==> config.mk <==
export PLATFORM = sky130hd
export DESIGN_NAME = fpu_half_sched_flat
export DESIGN_NICKNAME = d
export VERILOG_FILES = /design/src/rtl/fpu_half_sched_if.sv /design/src/rtl/fpu_half_sched.sv /design/src/flat_wrapper.sv
export SDC_FILE = /design/constraint.sdc
export NUM_CORES = 1
export LEC_CHECK = 0
export BUFFER_PORTS_ARGS = -buffer_cell sky130_fd_sc_hd__clkbuf_2
export CAP_MARGIN = 5
export CELL_PAD_IN_SITES_DETAIL_PLACEMENT = 0
export CELL_PAD_IN_SITES_GLOBAL_PLACEMENT = 1
export CORE_MARGIN = 5
export CORE_UTILIZATION = 29
export CTS_BUF_LIST = sky130_fd_sc_hd__clkbuf_2
export DETAILED_ROUTE_END_ITERATION = 7
export PLACE_DENSITY = 0.76
export SYNTH_ARGS = -nofsm -noshare
export SYNTH_HDL_FRONTEND = slang
export SYNTH_SLANG_ARGS = --single-unit
==> constraint.sdc <==
create_clock -name clock -period 3.74 [get_ports clock]
set_input_delay 0.748 -clock clock [delete_from_list [all_inputs] [get_ports clock]]
set_output_delay 0.748 -clock clock [all_outputs]
set_load 0.02 [all_outputs]
==> src/rtl/fpu_half_sched_if.sv <==
// Handshake and FPU-side bus of the two-requester half-precision FPU scheduler.
// slave: the scheduler itself; master: requesters plus FPU environment.
interface fpu_half_sched_if;
    logic [1:0]       req_valid;
    logic [1:0]       req_ready;
    logic [1:0][2:0]  req_op;
    logic [1:0][15:0] req_a;
    logic [1:0][15:0] req_b;
    logic [1:0]       rsp_valid;
    logic [1:0]       rsp_ready;
    logic [15:0]      rsp_data;
    logic [4:0]       rsp_flags;
    logic             fpu_start;
    logic [2:0]       fpu_op;
    logic [15:0]      fpu_a;
    logic [15:0]      fpu_b;
    logic             fpu_done;
    logic [15:0]      fpu_result;
    logic [4:0]       fpu_flags;
    logic             busy;
    logic             grant_id;

    modport slave (
        input  req_valid, req_op, req_a, req_b, rsp_ready,
        input  fpu_done, fpu_result, fpu_flags,
        output req_ready, rsp_valid, rsp_data, rsp_flags,
        output fpu_start, fpu_op, fpu_a, fpu_b, busy, grant_id
    );

    modport master (
        output req_valid, req_op, req_a, req_b, rsp_ready,
        output fpu_done, fpu_result, fpu_flags,
        input  req_ready, rsp_valid, rsp_data, rsp_flags,
        input  fpu_start, fpu_op, fpu_a, fpu_b, busy, grant_id
    );
endinterface

==> src/rtl/fpu_half_sched.sv <==
// Round-robin scheduler sharing one half-precision FPU between two requesters.
// Define FPU_SCHED_TIMEOUT_EN to add a WAIT-state watchdog of TIMEOUT_CYCLES cycles.
module fpu_half_sched #(
    parameter int N_REQ          = 2,
    parameter int TIMEOUT_CYCLES = 64
) (
    input  logic            clock,
    input  logic            resetb,
    fpu_half_sched_if.slave bus
);
    typedef enum logic [1:0] {
        IDLE  = 2'd0,
        ISSUE = 2'd1,
        WAIT  = 2'd2,
        RESP  = 2'd3
    } state_t;

    state_t           state_q, state_d;
    logic             last_q, last_d;
    logic             grant_q, grant_d;
    logic             fpu_start_q, fpu_start_d;
    logic [2:0]       fpu_op_q, fpu_op_d;
    logic [15:0]      fpu_a_q, fpu_a_d;
    logic [15:0]      fpu_b_q, fpu_b_d;
    logic [1:0]       rsp_valid_q, rsp_valid_d;
    logic [15:0]      rsp_data_q, rsp_data_d;
    logic [4:0]       rsp_flags_q, rsp_flags_d;
    logic             busy_q, busy_d;

    logic             sel;
    logic [N_REQ-1:0] ready_w;
    logic             accept;

`ifdef FPU_SCHED_TIMEOUT_EN
    localparam int CNT_W = $clog2(TIMEOUT_CYCLES + 1);
    logic [CNT_W-1:0] cnt_q, cnt_d;
`endif

    if (N_REQ != 2 || TIMEOUT_CYCLES < 1) begin : g_cfg_check
        $error("fpu_half_sched: N_REQ must be 2 and TIMEOUT_CYCLES at least 1");
    end

    // On a tie the requester that did not win last time goes first.
    always_comb begin
        sel = bus.req_valid[1];
        if (bus.req_valid == 2'b11) begin
            sel = ~last_q;
        end
    end

    genvar gi;
    for (gi = 0; gi < N_REQ; gi++) begin : g_ready
        assign ready_w[gi] = resetb && (state_q == IDLE) && bus.req_valid[gi]
                             && (sel == 1'(gi));
    end

    assign accept = |ready_w;

    always_comb begin
        state_d     = state_q;
        last_d      = last_q;
        grant_d     = grant_q;
        fpu_start_d = 1'b0;
        fpu_op_d    = fpu_op_q;
        fpu_a_d     = fpu_a_q;
        fpu_b_d     = fpu_b_q;
        rsp_valid_d = rsp_valid_q;
        rsp_data_d  = rsp_data_q;
        rsp_flags_d = rsp_flags_q;
`ifdef FPU_SCHED_TIMEOUT_EN
        cnt_d       = cnt_q;
`endif
        case (state_q)
            IDLE: begin
                if (accept) begin
                    fpu_op_d    = bus.req_op[sel];
                    fpu_a_d     = bus.req_a[sel];
                    fpu_b_d     = bus.req_b[sel];
                    grant_d     = sel;
                    last_d      = sel;
                    fpu_start_d = 1'b1;
                    state_d     = ISSUE;
                end
            end
            ISSUE: begin
                state_d = WAIT;
`ifdef FPU_SCHED_TIMEOUT_EN
                cnt_d   = '0;
`endif
            end
            WAIT: begin
                if (bus.fpu_done) begin
                    rsp_data_d  = bus.fpu_result;
                    rsp_flags_d = bus.fpu_flags;
                    rsp_valid_d = grant_q ? 2'b10 : 2'b01;
                    state_d     = RESP;
                end
`ifdef FPU_SCHED_TIMEOUT_EN
                // Watchdog answers with a quiet NaN and the invalid flag.
                else if (cnt_q == CNT_W'(TIMEOUT_CYCLES - 1)) begin
                    rsp_data_d  = 16'h7E00;
                    rsp_flags_d = 5'b10000;
                    rsp_valid_d = grant_q ? 2'b10 : 2'b01;
                    state_d     = RESP;
                end else begin
                    cnt_d = cnt_q + 1'b1;
                end
`endif
            end
            RESP: begin
                if (bus.rsp_ready[grant_q]) begin
                    rsp_valid_d = 2'b00;
                    state_d     = IDLE;
                end
            end
            default: state_d = IDLE;
        endcase
        busy_d = (state_d != IDLE);
    end

    always_ff @(posedge clock or negedge resetb) begin
        if (!resetb) begin
            state_q     <= IDLE;
            last_q      <= 1'b1;
            grant_q     <= 1'b0;
            fpu_start_q <= 1'b0;
            fpu_op_q    <= 3'd0;
            fpu_a_q     <= 16'd0;
            fpu_b_q     <= 16'd0;
            rsp_valid_q <= 2'b00;
            rsp_data_q  <= 16'd0;
            rsp_flags_q <= 5'd0;
            busy_q      <= 1'b0;
`ifdef FPU_SCHED_TIMEOUT_EN
            cnt_q       <= '0;
`endif
        end else begin
            state_q     <= state_d;
            last_q      <= last_d;
            grant_q     <= grant_d;
            fpu_start_q <= fpu_start_d;
            fpu_op_q    <= fpu_op_d;
            fpu_a_q     <= fpu_a_d;
            fpu_b_q     <= fpu_b_d;
            rsp_valid_q <= rsp_valid_d;
            rsp_data_q  <= rsp_data_d;
            rsp_flags_q <= rsp_flags_d;
            busy_q      <= busy_d;
`ifdef FPU_SCHED_TIMEOUT_EN
            cnt_q       <= cnt_d;
`endif
        end
    end

    assign bus.req_ready = ready_w;
    assign bus.rsp_valid = rsp_valid_q;
    assign bus.rsp_data  = rsp_data_q;
    assign bus.rsp_flags = rsp_flags_q;
    assign bus.fpu_start = fpu_start_q;
    assign bus.fpu_op    = fpu_op_q;
    assign bus.fpu_a     = fpu_a_q;
    assign bus.fpu_b     = fpu_b_q;
    assign bus.busy      = busy_q;
    assign bus.grant_id  = grant_q;
endmodule

==> src/flat_wrapper.sv <==
// flat-port wrapper written by rule: the top's interface ports become plain ports
module fpu_half_sched_flat 
#(
    parameter int N_REQ          = 2,
    parameter int TIMEOUT_CYCLES = 64
)
  (clock, resetb, bus_req_valid, bus_req_op, bus_req_a, bus_req_b, bus_rsp_ready, bus_fpu_done, bus_fpu_result, bus_fpu_flags, bus_req_ready, bus_rsp_valid, bus_rsp_data, bus_rsp_flags, bus_fpu_start, bus_fpu_op, bus_fpu_a, bus_fpu_b, bus_busy, bus_grant_id);
  fpu_half_sched_if bus_i ();
  input  logic clock;
  input  logic resetb;
  input wire logic [$bits(bus_i.req_valid)-1:0] bus_req_valid;
  input wire logic [$bits(bus_i.req_op)-1:0] bus_req_op;
  input wire logic [$bits(bus_i.req_a)-1:0] bus_req_a;
  input wire logic [$bits(bus_i.req_b)-1:0] bus_req_b;
  input wire logic [$bits(bus_i.rsp_ready)-1:0] bus_rsp_ready;
  input wire logic [$bits(bus_i.fpu_done)-1:0] bus_fpu_done;
  input wire logic [$bits(bus_i.fpu_result)-1:0] bus_fpu_result;
  input wire logic [$bits(bus_i.fpu_flags)-1:0] bus_fpu_flags;
  output wire logic [$bits(bus_i.req_ready)-1:0] bus_req_ready;
  output wire logic [$bits(bus_i.rsp_valid)-1:0] bus_rsp_valid;
  output wire logic [$bits(bus_i.rsp_data)-1:0] bus_rsp_data;
  output wire logic [$bits(bus_i.rsp_flags)-1:0] bus_rsp_flags;
  output wire logic [$bits(bus_i.fpu_start)-1:0] bus_fpu_start;
  output wire logic [$bits(bus_i.fpu_op)-1:0] bus_fpu_op;
  output wire logic [$bits(bus_i.fpu_a)-1:0] bus_fpu_a;
  output wire logic [$bits(bus_i.fpu_b)-1:0] bus_fpu_b;
  output wire logic [$bits(bus_i.busy)-1:0] bus_busy;
  output wire logic [$bits(bus_i.grant_id)-1:0] bus_grant_id;
  assign bus_i.req_valid = bus_req_valid;
  assign bus_i.req_op = bus_req_op;
  assign bus_i.req_a = bus_req_a;
  assign bus_i.req_b = bus_req_b;
  assign bus_i.rsp_ready = bus_rsp_ready;
  assign bus_i.fpu_done = bus_fpu_done;
  assign bus_i.fpu_result = bus_fpu_result;
  assign bus_i.fpu_flags = bus_fpu_flags;
  assign bus_req_ready = bus_i.req_ready;
  assign bus_rsp_valid = bus_i.rsp_valid;
  assign bus_rsp_data = bus_i.rsp_data;
  assign bus_rsp_flags = bus_i.rsp_flags;
  assign bus_fpu_start = bus_i.fpu_start;
  assign bus_fpu_op = bus_i.fpu_op;
  assign bus_fpu_a = bus_i.fpu_a;
  assign bus_fpu_b = bus_i.fpu_b;
  assign bus_busy = bus_i.busy;
  assign bus_grant_id = bus_i.grant_id;
  fpu_half_sched #(.N_REQ(N_REQ), .TIMEOUT_CYCLES(TIMEOUT_CYCLES)) u_core (.clock(clock), .resetb(resetb), .bus(bus_i));
endmodule
==> metrics.txt <==
Fin Clk Skew=approximately 21 ps; area leader, netlist=dfrtp_1; drt drc=0; P_leak=1.91 nW; Crit. End Element=primary output; clock transition at the registers of the reported paths=between 150 and 200 ps; CTS tree=done; IO buf count=160; largest net degree at the start of global routing=65; CTS resizes=0; Final setup viols=0; largest family of logic cells by synthesized area=compound AO/OA/AOI/OAI gates; Synth Register Bits=64; adder-cell share of the synthesized area=0; Pwr Density=between 700 and 800 mW/mm²; initial core utilization=0.294; crit share post-route=0.646; DR iter-0 viols=slightly below 90; layout cells sized above 1=0.697; worst r2r src=u_core.state_q[1]; Post-Synth XOR/XNOR Area=0; Avg Synthesized Cell Area=approximately 16 µm²; headroom to the max-slew limit=0.456; die height=between 100 and 150 µm; # Post-CTS Setup Buffers=0; Post-synth EDFFs=0; # fillers=around 1,000; Reg2Reg Setup Slack=roughly 1700 ps; startpoint type of the worst setup path=flop; syn nets=300; total congestion overflow=0; Fmax achieved=414 MHz; maximum VDD drop=between 300 and 400 µV; NumNets Final=between 400 and 500; outcome=finished clean; async set-reset flop share out of synthesis=1.00; Yosys top cell area share=0.498; n_diodes=0; Worst Path Arrival=1670 ps; Pre-antenna DRT Iters=4; most numerous cell in the Yosys netlist=dfrtp_1; worst setup path startpoint=u_core.state_q[1]; synthesized instance count=~200; top post-synthesis cells by area=dfrtp_1, o32ai_2, a2bb2oi_2; crit path capture=bus_req_ready[0]; post-route ant nets=0; worst hold path type=input pin to asynchronous set/reset pin; GP Congestion=0.705; yosys warns=0; Top Usage Layer GRT=met2; TritonCTS Buffers=9; met3 Track Usage GR=0.0428; Post-Route WL=about 8400 µm; Core ar.=0.0108 mm²; GRT met2 Usage=0.215; Power Total=around 0.0033 W; Layout area overhead=31.5%; mapped cell area=about 0.0032 mm²; Compound-Gate Fraction of Synth Area=0.336; Via Count=2,395; Slew Limit Fails=0; Max-Cap Viols=0; simple-gate share of the synthesized area=0.0300; clock sink count=64; drt via density=between 4 and 5; CTS root buf=clkbuf_2; DIE AREA=0.0131 mm²; Total GRT Usage=0.130; Main synth FF type=dfrtp_1; Worst Tran Pin Value=between 800 and 900 ps; Distinct cells, synth=27; critical path class=flop to primary output; Worst R2R Path Depth=5; RSZ-0062 raised after global routing=false; floorplan row count=38; # H-tree levels=3; detailed placer's ending HPWL=a little over 6000 µm; CP required=about 3000 ps; multiplexer area fraction after synthesis=0.0778; Fin. Hold Viols=0; Wirelength per Cell=around 17 µm; die width=~110 µm; RR Endpoint=u_core.bus.fpu_b[4]; initial antenna violation count=0; total negative slack=0 ps; first-pass GRT wire length=approximately 13,000 µm; CP max FO=5; Worst-Skew Late Latency=roughly 480 ps; min Tclk post-route=~2400 ps; dpl ws=between 1000 and 1500 ps; Post-CTS Hold Buffers=0; vias in the first global route=2,605; IO Pins=approximately 160; Seq/Total Area, Yosys=0.506; met1 usage=0.160; final worst setup slack=between 1000 and 1500 ps; Commonest cells post-synth=dfrtp_1, a2bb2oi_2, o32ai_2; clock buffer depth=2
-- through the flow --
| step | util | area, µm² | hold WS [ps] | instances |
|---|---|---|---|---|
| finish | 0.386 | 4170 | 458 | 503 |
| global route | 0.386 | 4170 | 403 | 503 |
| CTS | 0.386 | 4170 | 391 | 503 |
| detailed placement | 0.376 | 4060 | 484 | 487 |
| global placement | 0.376 | 4060 | 475 | 487 |
| floorplan | - | 3170 | 452 | 202 |
-- routing by layer --
layer,part of all wire,vias up
met2,0.49,85
met5,0,-
met1,0.42,1171
met3,0.081,11
met4,0.013,0
li1,-,1128
-- sequential cells by signal (all words and copies together), names as in the netlist --
signal	flops
u_core.bus.busy	1
u_core.bus.fpu_a	16
u_core.bus.fpu_b	16
u_core.bus.fpu_op	3
u_core.bus.fpu_start	1
u_core.bus.grant_id	1
u_core.bus.rsp_data	16
u_core.bus.rsp_flags	5
u_core.bus.rsp_valid	2
u_core.last_q	1
u_core.state_q	2
-- cell type report --
class                           count  area, µm²  area share
Sequential cell                    64       1600       0.385
Multi-Input combinational cell    115       1420       0.341
Timing Repair Buffer              165        841       0.202
Tap cell                          140        175      0.0421
Clock inverter                      6       60.1      0.0144
Clock buffer                       10       50.0      0.0120
Inverter                            3       16.3     0.00391
-- logic make-up after synthesis --
logic type	Yosys count
compound gates	78
buf+inv	23
flops	64
mux	22
simple gates	15
-- worst max-delay path, stage by stage, from the launching register on --
cell      delay, ps
dfrtp_1         510
nor3b_4         230
nor3b_2         250
clkbuf_2        210
-- cell usage in the layout (no fill, tap or decap), types with 4 or more instances in the layout --
master,instances
a2bb2oi_1,6
a2bb2oi_2,29
buf_4,6
clkbuf_2,169
dfrtp_1,63
mux2_1,15
mux2_2,6
nand2_1,4
nor2_1,5
o32ai_1,6
o32ai_2,29
-- worst min-delay path by stage --
stage	end	slack [ps]	depth (start not counted)
after CTS	u_core.bus.rsp_data[5]	390	2
after detailed placement	u_core.bus.rsp_data[14]	480	1
after global routing	u_core.bus.rsp_data[5]	400	2
after global placement	u_core.bus.rsp_data[14]	480	1
after floorplan	u_core.bus.busy	450	0
final	u_core.bus.fpu_a[8]	460	2
-- where the power goes --
| part | internal, W | total (W) | switching [W] |
|---|---|---|---|
| Clock | 0.000154 | 0.000410 | 0.000256 |
| Combinational | 0.000712 | 0.00163 | 0.000918 |
| Sequential | 0.00103 | 0.00127 | 0.000235 |
| Total | 0.00190 | 0.00331 | 0.00141 |
Power figures use the tool's default switching activity.
